### config.mk
export PLATFORM = sky130hd
export DESIGN_NAME = lpc_cycle_arbiter
export DESIGN_NICKNAME = d
export VERILOG_FILES = /design/src/rtl/lpc_cycle_arbiter.sv
export SDC_FILE = /design/constraint.sdc
export NUM_CORES = 1
export LEC_CHECK = 0
export ABC_CLOCK_PERIOD_IN_PS = 4600
export BUFFER_PORTS_ARGS = -buffer_cell sky130_fd_sc_hd__buf_2
export CAP_MARGIN = 20
export CORE_AREA = 2 2 127 129
export CTS_CLUSTER_DIAMETER = 60
export DETAILED_ROUTE_END_ITERATION = 10
export DIE_AREA = 0 0 129 131
export SYNTH_ARGS = -nofsm -noshare
export SYNTH_HDL_FRONTEND = slang
export SYNTH_SLANG_ARGS = --single-unit
### constraint.sdc
create_clock -name clk_i -period 4.6 [get_ports clk_i]
set_input_delay 0.23 -clock clk_i [delete_from_list [all_inputs] [get_ports clk_i]]
set_output_delay 0.23 -clock clk_i [all_outputs]
set_load 0.02 [all_outputs]
### src/rtl/lpc_cycle_arbiter.sv
// Merges LPC-captured cycle records (absolute priority) with local injector records into one FIFO.
// Records appear at the output the cycle after the write; full FIFO drops port-0 records and stalls port-1 grants.
module lpc_cycle_arbiter #(
   parameter int DEPTH = 4,
   parameter int CNT_W = 8
) (
   input  logic                       clk_i,
   input  logic                       rst_i,
   input  logic                       en_i,
   input  logic [31:0]                tdata_i,
   input  logic                       ready_i,
   input  logic                       req1_i,
   input  logic [31:0]                data1_i,
   output logic                       gnt1_o,
   output logic                       m_valid_o,
   output logic [31:0]                m_data_o,
   output logic                       m_src_o,
   input  logic                       m_ready_i,
   output logic [$clog2(DEPTH):0]     level_o,
   output logic [CNT_W-1:0]           drop_cnt_o,
   output logic                       ovf_o,
   input  logic                       clr_i
);

   localparam int AW = $clog2(DEPTH);
   localparam int LW = AW + 1;

   logic          rdy_s1_q, rdy_s1_d;
   logic          rdy_s2_q, rdy_s2_d;
   logic          armed_q, armed_d;
   logic [AW-1:0] wr_ptr_q, wr_ptr_d;
   logic [AW-1:0] rd_ptr_q, rd_ptr_d;
   logic [LW-1:0] level_q, level_d;
   logic [CNT_W-1:0] drop_q, drop_d;
   logic          ovf_q, ovf_d;
   logic [32:0]   mem_q [DEPTH];

   logic          p0_evt, p0_typed, pop, space, push, drop, gnt;
   logic [32:0]   wr_rec;

   always_comb begin
      rdy_s1_d = ready_i;
      rdy_s2_d = rdy_s1_q;
      // A level already high when reset releases must fall before it can count as an edge.
      armed_d  = armed_q | ~ready_i;

      p0_evt   = en_i & rdy_s1_q & ~rdy_s2_q & armed_q;
      p0_typed = p0_evt & (tdata_i[1:0] != 2'b00);
      pop      = m_valid_o & m_ready_i;
      space    = (level_q < LW'(DEPTH)) | pop;
      gnt      = ~rst_i & req1_i & en_i & space & ~p0_evt;
      drop     = p0_typed & ~space;
      push     = (p0_typed & space) | gnt;
      wr_rec   = p0_evt ? {1'b0, tdata_i} : {1'b1, data1_i};

      wr_ptr_d = wr_ptr_q + AW'(push);
      rd_ptr_d = rd_ptr_q + AW'(pop);
      level_d  = level_q + LW'(push) - LW'(pop);

      drop_d = drop_q;
      ovf_d  = ovf_q;
      if (clr_i) begin
         drop_d = '0;
         ovf_d  = 1'b0;
      end else if (drop) begin
         ovf_d = 1'b1;
         if (drop_q != {CNT_W{1'b1}}) drop_d = drop_q + CNT_W'(1);
      end
   end

   always_ff @(posedge clk_i or posedge rst_i) begin
      if (rst_i) begin
         rdy_s1_q <= 1'b0;
         rdy_s2_q <= 1'b0;
         armed_q  <= 1'b0;
         wr_ptr_q <= '0;
         rd_ptr_q <= '0;
         level_q  <= '0;
         drop_q   <= '0;
         ovf_q    <= 1'b0;
      end else begin
         rdy_s1_q <= rdy_s1_d;
         rdy_s2_q <= rdy_s2_d;
         armed_q  <= armed_d;
         wr_ptr_q <= wr_ptr_d;
         rd_ptr_q <= rd_ptr_d;
         level_q  <= level_d;
         drop_q   <= drop_d;
         ovf_q    <= ovf_d;
      end
   end

   always_ff @(posedge clk_i) begin
      if (push) mem_q[wr_ptr_q] <= wr_rec;
   end

   assign gnt1_o     = gnt;
   assign m_valid_o  = (level_q != '0);
   assign m_data_o   = mem_q[rd_ptr_q][31:0];
   assign m_src_o    = mem_q[rd_ptr_q][32];
   assign level_o    = level_q;
   assign drop_cnt_o = drop_q;
   assign ovf_o      = ovf_q;

endmodule

# Yosys cells after proc, flatten, opt, wreduce, memory -nomap -nowiden
# Memory sizes are Yosys's and may differ from the RTL's.
# Index checks and enable logic that the tools add are counted.
# op_classes
reduce_logical	5
n_eq_ne	1
mux	8
n_lt_le_gt_ge	1
bitwise_logic	19
add_sub_neg	5
# op_table
op	count
$mux W33	1
$mux W8	3
$and A1 B1 Y1	11
$add A8 B1 Y8 const B	1
$ne A8 B8 Y1 const B	1
$reduce_bool A2 Y1	3
$not A1 Y1	5
$add A2 B1 Y2	2
$mux W1	4
$add A3 B1 Y3	1
$lt A3 B3 Y1 const B	1
$or A1 B1 Y1	3
$reduce_bool A3 Y1	1
$sub A3 B1 Y3	1
$reduce_and A2 Y1	1
# word_totals
out_inout_bits	47
regBits	19
mem_bits_rw	132
elab_cells	48
in_bits	71
memories	1
# memory_table
name	depth	word_bits	rd	rd_clocked_by_memory_dff	wr	line	source
mem_q	4	33	1	0	1	36	logic [32:0] mem_q [DEPTH];

# Logic depth before layout (Yosys ltp)
# logic_depth
word_depth	8
depth_mapped	10

# Least setup slack after synthesis
# Ideal clock, no wire load.
# synth_timing
path_kind	reg-to-reg
from	reg rdy_s2_q
to	mem mem_q[1][0], enable pin
arrival_time_ns	3.583
period_less_slack_ns	4.055
slack_ns	0.545
setup_ns	0.471
path_stages_with_launch	5
cell_sequence	dfrtp_1 > nand4b_4 > or2_2 > a21o_1 > nor3b_1
# synth_via
elab_chain_cells	8
elab_cells_between_ends	10
classes_between	mux: 2; bitwise: 8
# synth_rtl
item	line	source
from (decl)	29	logic rdy_s2_q, rdy_s2_d;
from (signal assigned)	83	rdy_s2_q <= rdy_s2_d;
$not A1 Y1 (*)	47	p0_evt = en_i & rdy_s1_q & ~rdy_s2_q & armed_q;
$and A1 B1 Y1 (*) (2 in a row)	47	
$and A1 B1 Y1 or $not A1 Y1 (tied branches)	48, 51	
$and A1 B1 Y1 (on tied branches)	53, 51	
$or A1 B1 Y1 (*)	53	push = (p0_typed & space) | gnt;
$mux W1 (*)	94	if (push) mem_q[wr_ptr_q] <= wr_rec;
$mux W1 (implied by the code) (*)	94	
to (decl)	36	
# Every way passes the cells marked *; elsewhere a longest branch is shown, timed or not.

# Final worst setup path
# layout_timing
from	reg rdy_s2_q
to	reg level_q[2] (netlist: level_o[2])
# layout_via
elab_chain_cells	8
elab_cells_between_ends	10
classes_between	add/sub: 2; bitwise: 8
# layout_rtl
item	line	source
$not A1 Y1 (*)	47	
$and A1 B1 Y1 (*) (2 in a row)	47	
$and A1 B1 Y1 or $not A1 Y1 (tied branches)	48, 51	
$and A1 B1 Y1 (on tied branches)	53, 51	
$or A1 B1 Y1 (*)	53	
$add A3 B1 Y3 (*)	58	level_d = level_q + LW'(push) - LW'(pop);
$sub A3 B1 Y3 (*)	58	
net level_d[2]	33	logic [LW-1:0] level_q, level_d;
to (signal assigned)	87	level_q <= level_d;
to (decl)	33	
# The timed path passes the listed nets; every way through them passes the cells marked *.
# A chain may end at the register's enable or synchronous reset.

==> metrics.md <==
| Metric | Value |
|---|---|
| Commonest cells post-synth | `sky130_fd_sc_hd__edfxtp_1 (132), sky130_fd_sc_hd__mux4_2 (33), sky130_fd_sc_hd__mux2_2 (32)` |
| Highest-delay cell along the critical path | `sky130_fd_sc_hd__nand4b_4` |
| GR Layer Usage met1 | `17.4%` |
| Pin count of the biggest net entering global routing | `41` |
| Total congestion overflow | `0` |
| Post-Layout Inst Area | `7510 µm²` |
| Global-route wire length before repair | `16800 µm` |
| Post-synthesis cell type with the largest combined area | `sky130_fd_sc_hd__edfxtp_1` |
| Count of synthesis-stage warnings from yosys | `0` |
| Total power per unit cell area | `between 500 and 600 nW/µm²` |
| Net count after synthesis | `371` |
| Fraction of synthesis flops using an asynchronous set or reset pin | `about an eighth` |
| Core Area | `approximately 16000 µm²` |
| Leakage dissipation | `2.75 nW` |
| Number of buffers inserted by port buffering | `~120` |
| Normalized max-slew margin | `40.4%` |
| Initial antenna violation count | `0` |
| RSZ-0062 raised after global routing | `false` |
| Worst-margin pin slew | `0.894 ns` |
| Total detailed-routing wirelength | `11200 µm` |
| Maximum clock skew at final layout | `0.00501 ns` |
| Share of the cycle needed by the critical path after routing | `between 60% and 70%` |
| Number of distinct library cells after synthesis | `36` |
| Clock transition at the registers of the reported paths | `around 0.060 ns` |
| Clock network fraction of design power | `32.0%` |
| Crit Path Class | `reg -> reg` |
| Met3 track utilization from global routing | `4.19%` |
| Number of cells produced by synthesis | `294` |
| Maximum clock frequency | `322 MHz` |
| Via density per instance | `between 4 and 5` |
| Endpoint type of the worst setup path | `flip-flop` |
| Max-cap viol count | `0` |
| Synth Register Bits | `about 150` |
| Die outline width | `129 µm` |
| Switching share of power | `28.7%` |
| Cell types with the largest area share after synthesis | `sky130_fd_sc_hd__edfxtp_1 (65%), sky130_fd_sc_hd__mux4_2 (12%), sky130_fd_sc_hd__dfrtp_1 (7.9%)` |
| Detail Placement HPWL | `7130 µm` |
| Worst-case setup slack after placement | `around 1.4 ns` |
| Effective utilization at floorplan | `between 30% and 40%` |
| # DRC | `0` |
| Final hold slack | `0.119 ns` |
| Sequential cell fraction of total power | `43.4%` |
| Post-CTS Setup Inserts | `0` |
| Longest individual stage delay on the worst path | `0.65 ns` |
| Final Worst Setup Slack | `approximately 1.5 ns` |
| Proportion of layout cells with a drive suffix above 1 | `between 50 and 60%` |
| Worst endpoint data arrival time | `3.44 ns` |
| Top-level I/O count | `118` |
| Top-area cell type share of the netlist area | `65.5%` |
| Number of setup violations in the final report | `0` |
| Power spent charging and discharging nets | `1.19 mW` |
| Total number of vias | `3135` |
| Setup TNS | `0 ns` |
| Cell-by-cell listing of the critical path | `nand4b_4 > or2_2 > a21o_1 > ha_1 > inv_1 > ha_1 > inv_1 > fa_1 > xnor2_1 > xnor2_1` |
| Area growth from synthesis to layout | `24.1%` |
| Count leader, synth | `sky130_fd_sc_hd__edfxtp_1` |
| Inserted Diodes | `0` |
| Final Slew Violations | `0` |
| Net count reported at finish | `503` |
| Clock network latency to the later pin of the worst-skew pair | `0.40 ns` |
| Placed cell areas | `6920 µm²` |
| Total routing usage reported by global routing | `13.7%` |
| Avg Cell Area, Syn | `20.6 µm²` |
| Post-CTS sizing | `0` |
| Count of flip-flops with a built-in enable after synthesis | `132` |
| Primary flip-flop cell chosen by synthesis mapping | `sky130_fd_sc_hd__edfxtp_1` |
| Die Footprint | `16900 µm²` |
| Kind of start point of the critical path | `flip-flop` |
| Vertical die dimension | `131 µm` |
| Sinks on Clock Net | `151` |
| Vias in the first global route | `3181` |
| Drt initial violations | `~230` |
| Syn Std Cell Area | `between 6000 and 7000 µm²` |
| Gpl congestion | `0.742` |
| Std cell rows | `46` |
| Combinational Power Share | `24.6%` |
| Class of the tightest hold or removal check | `in -> reg` |
| Count of TritonRoute iterations in the first routing pass | `4` |
| Routed wire per std cell | `roughly 17 µm` |
| Clk root buf | `sky130_fd_sc_hd__clkbuf_16` |
| Run status | `completed` |
| Number of hold buffers added after cts | `2` |
| Critical Path Fanout Max | `40` |
| Number of buffers created by CTS | `17` |
| Internal power of the cells | `2.96 mW` |
| Clock buffer depth | `2` |
| Time the worst path needs with I/O delays and setup | `a little over 3 ns` |
| Antenna Violating Nets Remaining | `0` |
| Most heavily used metal layer in global routing | `met2` |
| Seq/Total Area, Yosys | `73.3%` |
| Clock H-tree levels | `4` |
| Number of hold-slack violations in the final timing report | `0` |
| Global-route met2 utilization | `22.5%` |
| Worst vdd ir | `324 µV` |
| Clock tree from TritonCTS | `done` |
| Endpoint required time on the critical path | `approximately 4.9 ns` |
power groups by stage:
stage                     clock, mW  combinational [mW]  sequential, mW
after floorplan                   0               0.805            1.71
after global placement            0                1.03            1.83
after detailed placement          0                1.04            1.84
after CTS                      1.35                1.05            1.81
after global routing           1.42                1.10            1.83
final                          1.33                1.02            1.80
final cells by class:
class | count | area [µm²]
Inverter | 6 | 22.5
Timing Repair Buffer | 126 | 658
Tap cell | 216 | 270
Clock inverter | 12 | 134
Multi-Input combinational cell | 124 | 1550
Clock buffer | 20 | 437
Fill cell | 1343 | 8090
Sequential cell | 151 | 4440
kinds of logic (layout without fill, tap and decap cells):
group / Yosys count / after routing / synth area share [%]
adders and majority gates: 6 / 6 / 1.36
xor gates and xnor gates: 5 / 5 / 0.723
buffers and inverters: 19 / 164 / 1.36
and+or+nand+nor: 33 / 33 / 3.39
muxes: 66 / 66 / 18.4
AOI/OAI and AO/OA: 14 / 14 / 1.45
DFF: 151 / 151 / 73.3
critical path: cells and delay by family (launching register included):
family	cells	cell delay [ns]
buffers and inverters	2	0.10
adders and majority gates	3	0.79
DFF	1	0.37
xor gates and xnor gates	2	0.31
AOI/OAI and AO/OA	1	0.27
and+or+nand+nor	2	1.18
registers in the layout (all words and copies together) (netlist names):
register / flops
armed_q: 1
drop_cnt_o: 8
level_o: 3
mem_q: 132
ovf_o: 1
rd_ptr_q: 2
rdy_s1_q: 1
rdy_s2_q: 1
wr_ptr_q: 2
cell usage in the layout, fill, tap and decap left out, types with 3 or more instances in the layout:
| cell type | instances |
|---|---|
| sky130_fd_sc_hd__a21oi_1 | 6 |
| sky130_fd_sc_hd__nor2_1 | 7 |
| sky130_fd_sc_hd__clkinv_1 | 5 |
| sky130_fd_sc_hd__xor2_1 | 3 |
| sky130_fd_sc_hd__bufinv_16 | 3 |
| sky130_fd_sc_hd__or3_1 | 4 |
| sky130_fd_sc_hd__nand2_1 | 3 |
| sky130_fd_sc_hd__clkbuf_1 | 3 |
| sky130_fd_sc_hd__inv_1 | 6 |
| sky130_fd_sc_hd__buf_4 | 7 |
| sky130_fd_sc_hd__clkbuf_16 | 17 |
| sky130_fd_sc_hd__o21ai_0 | 3 |
| sky130_fd_sc_hd__ha_1 | 5 |
| sky130_fd_sc_hd__buf_2 | 117 |
| sky130_fd_sc_hd__mux2_2 | 32 |
| sky130_fd_sc_hd__mux4_2 | 33 |
| sky130_fd_sc_hd__edfxtp_1 | 132 |
| sky130_fd_sc_hd__dfrtp_1 | 17 |
layer usage:
metal  vias to the layer above  part of all wire (%)
li1                       1463                     -
met1                      1569                    44
met2                        97                    50
met3                         6                   5.0
met4                         0                  0.79
met5                         -                     0
final timing paths:
| kind | end | cells past startpoint | from | slack (ns) |
|---|---|---|---|---|
| max reg2reg | level_o[2] | 10 | rdy_s2_q | 1.49 |
| min reg2reg | rdy_s2_q | 0 | rdy_s1_q | 0.44 |
| max in group asynchronous | rd_ptr_q[0] | 3 | rst_i | 3.60 |
| min in group asynchronous | drop_cnt_o[4] | 3 | rst_i | 0.49 |
| max | level_o[2] | 10 | rdy_s2_q | 1.49 |
| min | drop_cnt_o[6] | 2 | clr_i | 0.12 |
through the flow:
stage	instances	util (%)	total power [mW]
after floorplan	294	-	2.52
after global placement	621	44.4	2.86
after detailed placement	621	44.4	2.88
after CTS	655	48.2	4.21
after global routing	655	48.2	4.35
final	655	48.2	4.15
No activity file was read; power rests on OpenSTA's default activity.
